[src/rtl/route_sel_sequencer.sv]
// Route table sequencer: per table entry, pops one FIFO word, drives the DEMUX/MUX
// selects from the entry, lets them settle, then strobes the downstream capture.
module route_sel_sequencer #(
    parameter  int unsigned NUM_ROUTES = 4,
    parameter  int unsigned SETTLE     = 2,
    parameter  int unsigned CFG_W      = 13,
    localparam int unsigned IDX_W      = (NUM_ROUTES > 1) ? $clog2(NUM_ROUTES) : 1
) (
    input  logic             inClock,
    input  logic             inReset,
    input  logic             inStart,
    input  logic             inStop,
    input  logic             inFifoEmpty,
    input  logic             inCfgWrite,
    input  logic [IDX_W-1:0] inCfgAddr,
    input  logic [CFG_W-1:0] inCfgData,
    output logic             outReadEnable,
    output logic [2:0]       outSEL1,
    output logic [2:0]       outSEL2,
    output logic [1:0]       outSEL6,
    output logic [1:0]       outSEL9,
    output logic [2:0]       outSEL15,
    output logic             outSample,
    output logic             outBusy,
    output logic             outDone
);

    localparam int unsigned CNT_W = (SETTLE > 1) ? $clog2(SETTLE + 1) : 1;

    typedef enum logic [2:0] {
        stIdle,
        stWait,
        stPop,
        stSettle,
        stSample,
        stDone
    } stateT;

    stateT            state;
    stateT            stateNext;
    logic [IDX_W-1:0] idx;
    logic [IDX_W-1:0] idxNext;
    logic [CNT_W-1:0] settleCnt;
    logic [CNT_W-1:0] settleCntNext;
    logic             selLoad;
    logic             selClear;
    logic             tableWe;
    logic [CFG_W-1:0] routeTable [NUM_ROUTES];
    logic [CFG_W-1:0] entry;

    assign entry = routeTable[idx];

    always_comb begin
        stateNext     = state;
        idxNext       = idx;
        settleCntNext = settleCnt;
        selLoad       = 1'b0;
        selClear      = 1'b0;
        // Table is only writable while idle; out-of-range addresses are ignored.
        tableWe       = (state == stIdle) && inCfgWrite && (32'(inCfgAddr) < NUM_ROUTES);

        if (inStop) begin
            stateNext     = stIdle;
            idxNext       = '0;
            settleCntNext = '0;
            selClear      = 1'b1;
        end else begin
            unique case (state)
                stIdle: begin
                    if (inStart) begin
                        stateNext = stWait;
                        idxNext   = '0;
                    end
                end
                stWait: begin
                    if (!inFifoEmpty) begin
                        stateNext     = stPop;
                        selLoad       = 1'b1;
                        settleCntNext = CNT_W'(SETTLE);
                    end
                end
                stPop: begin
                    stateNext = stSettle;
                end
                stSettle: begin
                    if (settleCnt <= CNT_W'(1)) begin
                        stateNext     = stSample;
                        settleCntNext = '0;
                    end else begin
                        settleCntNext = settleCnt - CNT_W'(1);
                    end
                end
                stSample: begin
                    if (idx == IDX_W'(NUM_ROUTES - 1)) begin
                        stateNext = stDone;
                    end else begin
                        stateNext = stWait;
                        idxNext   = idx + IDX_W'(1);
                    end
                end
                stDone: begin
                    stateNext = stIdle;
                end
                default: begin
                    stateNext = stIdle;
                end
            endcase
        end
    end

    // Outputs are registered copies decoded from the next state, so they change
    // on the same edge that enters the corresponding state.
    always_ff @(posedge inClock) begin
        if (inReset) begin
            state         <= stIdle;
            idx           <= '0;
            settleCnt     <= '0;
            outReadEnable <= 1'b0;
            outSample     <= 1'b0;
            outBusy       <= 1'b0;
            outDone       <= 1'b0;
            outSEL1       <= '0;
            outSEL2       <= '0;
            outSEL6       <= '0;
            outSEL9       <= '0;
            outSEL15      <= '0;
            for (int unsigned i = 0; i < NUM_ROUTES; i++) begin
                routeTable[i] <= '0;
            end
        end else begin
            state         <= stateNext;
            idx           <= idxNext;
            settleCnt     <= settleCntNext;
            outReadEnable <= (stateNext == stPop);
            outSample     <= (stateNext == stSample);
            outBusy       <= (stateNext != stIdle);
            outDone       <= (stateNext == stDone);

            if (tableWe) begin
                routeTable[inCfgAddr] <= inCfgData;
            end

            if (selClear) begin
                outSEL1  <= '0;
                outSEL2  <= '0;
                outSEL6  <= '0;
                outSEL9  <= '0;
                outSEL15 <= '0;
            end else if (selLoad) begin
                outSEL1  <= entry[2:0];
                outSEL2  <= entry[5:3];
                outSEL6  <= entry[7:6];
                outSEL9  <= entry[9:8];
                outSEL15 <= entry[12:10];
            end
        end
    end

endmodule

[config.mk]
export PLATFORM = sky130hd
export DESIGN_NAME = route_sel_sequencer
export DESIGN_NICKNAME = d
export VERILOG_FILES = /design/src/rtl/route_sel_sequencer.sv
export SDC_FILE = /design/constraint.sdc
export NUM_CORES = 1
export LEC_CHECK = 0
export ABC_CLOCK_PERIOD_IN_PS = 2400
export CAP_MARGIN = 0
export CORE_ASPECT_RATIO = 1.25
export CORE_MARGIN = 4
export CORE_UTILIZATION = 55
export DETAILED_ROUTE_END_ITERATION = 10
export PLACE_DENSITY = 0.79
export SYNTH_ARGS = -nofsm -noshare
export SYNTH_HDL_FRONTEND = slang
export SYNTH_SLANG_ARGS = --single-unit
export TNS_END_PERCENT = 1
[constraint.sdc]
create_clock -name inClock -period 2.4 [get_ports inClock]
set_input_delay 0.36 -clock inClock [delete_from_list [all_inputs] [get_ports inClock]]
set_output_delay 0.36 -clock inClock [all_outputs]
set_load 0.01 [all_outputs]
==> flow_summary_export.csv, run 1 <==
group,metric,value,unit
placed_design,gp_congestion,0.771,
global_route,grt_pass1_vias,1920,
run,drv_cap,0,
worst_setup_path,start_kind,"flip-flop",
floorplanning,start_util,0.582,
sta,worstMarginPinSlew,0.655,ns
floorplanning,die_x,76.6,um
synthesis,synth_top_area_share,0.483,
floorplanning,row_count,30,
sta,max-slew-margin-rel,0.563,
floorplanning,ios,38,
synthesis,syn_nets,241,
route,routed_via_density,5.53,
clocking,ctsHoldBuffers,0,
global_route,grt.total_usage,0.175,
route,drc,0,
synthesis,synth_warnings,0,
placed_design,dp_hpwl,3950,um
global_route,antenna_found_initial,0,
synthesis,ys_top_cells_by_area,"edfxtp_1 48%, dfxtp_1 15%, and2_1 9.9%",
worst_setup_path,crit_arrival,2.06,ns
clocking,post_cts_resized,0,
layout,fin_nets,286,
synthesis,synth_area_leader_cell,"edfxtp_1",
route,first_iter_violations,99,
layout,drive_above_1_share,0.171,
worst_setup_path,crit_type,"reg -> reg",
synthesis,netlist_area,3230,sq um
sta,fin_crit,2.05,ns
route,drtAntennaViolNets,0,
synthesis,ys_seq_area_frac,0.632,
layout,final_cell_mix,"52 x edfxtp_1, 51 x and2_1, 37 x clkdlybuf4s50_1",
synthesis,ys_types,34,
worst_setup_path,critical_path.endpoint_type,"flip-flop",
clocking,ctsHtreeMaxLevel,3,
clocking,clkSinkCount,76,
floorplanning,die_h,93.7,um
layout,fin_cells,333,
worst_setup_path,crit_fanout,13,
synthesis,synth-edff-count,52,
route,drt-total-wl,5690,um
sta,rsz0062_at_grt,"false",
synthesis,synth_seq_cells,76,
clocking,cts_setup_buffers,0,
clocking,clk_latency,0.34,ns
layout,area_growth_syn_to_layout,19.4,%
sta,timing_hold_violations_final,0,
clocking,path_clk_slew,0.07,ns
sta,slew_violations,0,
clocking,cts-root-buf,"clkbuf_8",
synthesis,synth_area_per_cell,14.8,sq um
global_route,gr-total-overflow,0,
pwr,p_leak,0.00139,uW
global_route,grt_pass1_wl,9320,um
sta,fin_crit_sh,0.852,
clocking,clock_path_buffers,2,
synthesis,async_reset_ff_frac,0,
worst_setup_path,cp.required,2.41,ns
floorplanning,die-area,7170,sq um
route,routedWlPerCell,17.1,um
hold_path,hold_class,"reg -> reg",
clocking,cts_tree,"built",
synthesis,synth_flop_cell,"edfxtp_1",
placed_design,port_buffers,37,
route,dr.pass1.iters,4,
global_route,grt_max_degree,16,
pwr,power,2540,uW
route,vias,1843,
sta,setup_viol,0,
status,status,"finished clean",
synthesis,synth_cells,219,
sta,clock_skew,0.00645,ns
pwr,peakVddDrop,298,uV
floorplanning,core-area,5560,sq um
layout,antenna_cells,0,
sta,max_freq,489,MHz
pwr,powerDensity,658,nW/um^2
sta,fin_setup_tns,0,ns
layout,final_common_cell,"edfxtp_1",
placed_design,dpl.cell_count,317,
clocking,cts_buffers,9,
[registers in the layout, indices dropped and copies added, names as in the netlist, 2 cells and up]
| register | flops |
|---|---|
| state | 3 |
| outSEL15 | 3 |
| outSEL9 | 2 |
| outSEL2 | 3 |
| outSEL1 | 3 |
| settleCnt | 2 |
| routeTable | 52 |
| outSEL6 | 2 |
| idx | 2 |
[final cells by class]
cell class	instances	area [sq um]
clock buffers	10	128
fillers	400	1700
inverters	2	7.51
flip-flops and latches	76	2040
multi-input cells	128	1100
clock inverters	6	55.1
well taps	64	80.1
repair buffers	47	445
[stage by stage]
stage | util | hold WS [ns] | setup slack, ns | area (sq um)
6_report | 0.695 | 0.478 | 0.354 | 3860
5_1_grt | 0.695 | 0.499 | 0.221 | 3860
4_1_cts | 0.695 | 0.486 | 0.347 | 3860
3_5_place_dp | 0.662 | 0.465 | 0.229 | 3680
3_3_place_gp | 0.662 | 0.464 | 0.323 | 3680
2_1_floorplan | - | 0.454 | 0.486 | 3230
[Yosys cell counts (3+ instances only)]
| cell | n |
|---|---|
| or2_2 | 4 |
| nor4_4 | 3 |
| dfxtp_1 | 24 |
| and2_1 | 51 |
| o21ai_0 | 6 |
| buf_2 | 6 |
| mux4_2 | 13 |
| nor2_1 | 8 |
| a22o_1 | 13 |
| edfxtp_1 | 52 |
| a21oi_1 | 6 |
[per-layer routing]
metal | share of wire | vias up | GRT usage
li1 | - | 903 | -
met1 | 0.41 | 893 | 0.192
met2 | 0.53 | 39 | 0.318
met3 | 0.039 | 8 | 0.0413
met4 | 0.019 | 0 | 0.0831
met5 | 0 | - | 0
[critical path, cell delays in order (launching register included)]
cell and delay [ns]:
dfxtp_1 0.41, or3_1 0.61, nor4b_4 0.34, or2_2 0.36
[power breakdown]
group          switching (uW)  leakage, uW  internal (uW)
combinational            83.6     0.000565           78.8
clock                     438    0.0000911            470
sequential               16.6     0.000733           1450
[worst paths after layout]
kind | cells after the start | slack, ns | start | end
max | 3 | 0.35 | state[2]$_SDFF_PP0_ | routeTable[1][5]$_SDFFCE_PN0P_
min | 1 | 0.48 | outSEL6[0]$_SDFFE_PP0P_ | outSEL6[0]$_SDFFE_PP0P_
min reg2reg | 1 | 0.48 | outSEL6[0]$_SDFFE_PP0P_ | outSEL6[0]$_SDFFE_PP0P_
max reg2reg | 3 | 0.35 | state[2]$_SDFF_PP0_ | routeTable[1][5]$_SDFFCE_PN0P_
[kinds of logic after synthesis]
family          share of synthesized area
compound gates                     0.0686
fa+ha+maj                         0.00387
buf+inv                            0.0271
mux                                0.0941
flops                               0.632
simple gates                        0.174
(Power assumes the default switching activity.)
==> run 2, diff against run 1 <==
- CORE_UTILIZATION: 55 -> 45
- PLACE_DENSITY: 0.79 -> 0.66
==> run 2 against run 1 <==
Effect of this change: die area increased by 20%; hold slack improved by 0.0018 ns; combinational power about the same; critical endpoint is now routeTable[1][11]$_SDFFCE_PN0P_; sequential power about the same.
==> flow_summary_export.csv, run 2 (synthesized netlist as in run 1, its figures left out) <==
group,metric,value,unit
global_route,grt_max_degree,16,
clocking,clk_latency,0.34,ns
global_route,grtUsageMet1,0.170,
worst_setup_path,reg2reg_slack,0.35,ns
status,status,"finished clean",
placed_design,gp_congestion,0.737,
layout,largest_reg_flops,52,
worst_setup_path,crit_arrival,2.06,ns
sta,max_freq,488,MHz
global_route,grt.busiest_layer,"met2",
sta,rsz0062_at_grt,"false",
layout,final-seq-area,2040,sq um
floorplanning,start_util,0.463,
layout,area_growth_syn_to_layout,21.1,%
worst_setup_path,r2r-end,"routeTable[1][11]$_SDFFCE_PN0P_",
pwr,peakVddDrop,289,uV
worst_setup_path,crit_fanout,13,
clocking,path_clk_slew,0.07,ns
worst_setup_path,crit_type,"reg -> reg",
global_route,grt_pass1_wl,9130,um
pwr,power,2640,uW
pwr,p_leak,0.00140,uW
placed_design,port_buffers,37,
clocking,cts_setup_buffers,0,
sta,worstMarginPinSlew,0.669,ns
worst_setup_path,critical_path.endpoint_type,"flip-flop",
route,drt-total-wl,5680,um
global_route,grt.met2_usage,0.244,
layout,drive_above_1_share,0.171,
sta,slew_violations,0,
route,first_iter_violations,78,
sta,setup_viol,0,
pwr,powerDensity,674,nW/um^2
global_route,gr-usage-met3,0.0368,
layout,final_core_util,0.561,
sta,clock_skew,0.00545,ns
floorplanning,die-area,8610,sq um
layout,final_common_cell,"edfxtp_1",
clocking,ctsHoldBuffers,0,
layout,fin_nets,286,
sta,fin_crit,2.05,ns
worst_setup_path,cp.depth,3,
clocking,ctsHtreeMaxLevel,3,
clocking,cts_buffers,9,
route,routed_via_density,5.16,
layout,num-fill-cells,596,
clocking,cts-root-buf,"clkbuf_8",
placed_design,dp_hpwl,3940,um
floorplanning,ios,38,
worst_setup_path,cp.required,2.41,ns
hold_path,min_from,"outSEL1[1]$_SDFFE_PP0P_",
layout,multi_input_area,1100,sq um
clocking,clkSinkCount,76,
route,vias,1854,
worst_setup_path,path_cells,"or3_1 > nor4b_4 > or2_2",
sta,hold_slack,0.480,ns
hold_path,hold_class,"reg -> reg",
floorplanning,core-area,6980,sq um
route,drtAntennaViolNets,0,
global_route,grt_pass1_vias,1822,
worst_setup_path,cpLargestDelayFamily,"simple AND/OR/NAND/NOR gates",
layout,antenna_cells,0,
route,dr.pass1.iters,4,
placed_design,dp_slack,0.241,ns
worst_setup_path,start_kind,"flip-flop",
layout,final_cell_mix,"52 x edfxtp_1, 51 x and2_1, 37 x clkdlybuf4s50_1",
floorplanning,row_count,34,
clocking,clock_path_buffers,2,
hold_path,min_to,"outSEL1[1]$_SDFFE_PP0P_",
sta,max-slew-margin-rel,0.553,
clocking,post_cts_resized,0,
layout,top_register,"routeTable",
worst_setup_path,critPathSlowestCell,"or3_1",
worst_setup_path,worst-path-buf-inv,0,
worst_setup_path,r2r_cells,3,
floorplanning,die_h,103,um
global_route,antenna_found_initial,0,
worst_setup_path,slowest_delay,0.61,ns
sta,fin_setup_tns,0,ns
global_route,gr-total-overflow,0,
sta,timing_hold_violations_final,0,
route,routedWlPerCell,15.8,um
global_route,grt.total_usage,0.143,
worst_setup_path,crit-reg2reg-launch,"state[2]$_SDFF_PP0_",
clocking,cts_tree,"built",
route,drc,0,
run,drv_cap,0,
sta,fin_crit_sh,0.853,
floorplanning,die_x,83.8,um
sta,fin_ws,0.353,ns
hold_path,hold_path_depth,1,
run 2: worst reg2reg max path, cell delays in order (launching register included):
cell     delay (ns)
dfxtp_1        0.41
or3_1          0.61
nor4b_4        0.34
or2_2          0.36
run 2: how the worst max path moves through the flow:
stage                                   start                         endpoint
after floorplan           state[0]$_SDFF_PP0_       routeTable[3][0]$_DFFE_PP_
after global placement                inReset   routeTable[1][7]$_SDFFCE_PN0P_
after detailed placement              inReset   routeTable[1][8]$_SDFFCE_PN0P_
after CTS                 state[2]$_SDFF_PP0_   routeTable[1][5]$_SDFFCE_PN0P_
after global routing      state[2]$_SDFF_PP0_  routeTable[1][12]$_SDFFCE_PN0P_
final                     state[2]$_SDFF_PP0_  routeTable[1][11]$_SDFFCE_PN0P_
run 2: report_power, final:
part | internal, uW | switching, uW
sequential | 1450 | 15.2
combinational | 78.8 | 83.6
clock | 571 | 436
run 2: routing by layer:
layer / share of wire / vias up / routed length, um
met5: 0 / - / 0
met4: 0.021 / 0 / 121
met3: 0.039 / 11 / 223
met2: 0.51 / 37 / 2900
met1: 0.43 / 903 / 2440
li1: - / 903 / -
run 2: layout make-up:
type	instances	area share
clock buffers	9	0.0316
well taps	90	0.0288
inverters	2	0.00192
multi-input cells	128	0.281
flip-flops and latches	76	0.522
clock inverters	7	0.0208
repair buffers	47	0.114
run 2: stage by stage:
step / instances / cell area (sq um)
floorplan: 219 / 3230
global placement: 343 / 3710
detailed placement: 343 / 3710
CTS: 359 / 3910
global route: 359 / 3910
finish: 359 / 3910
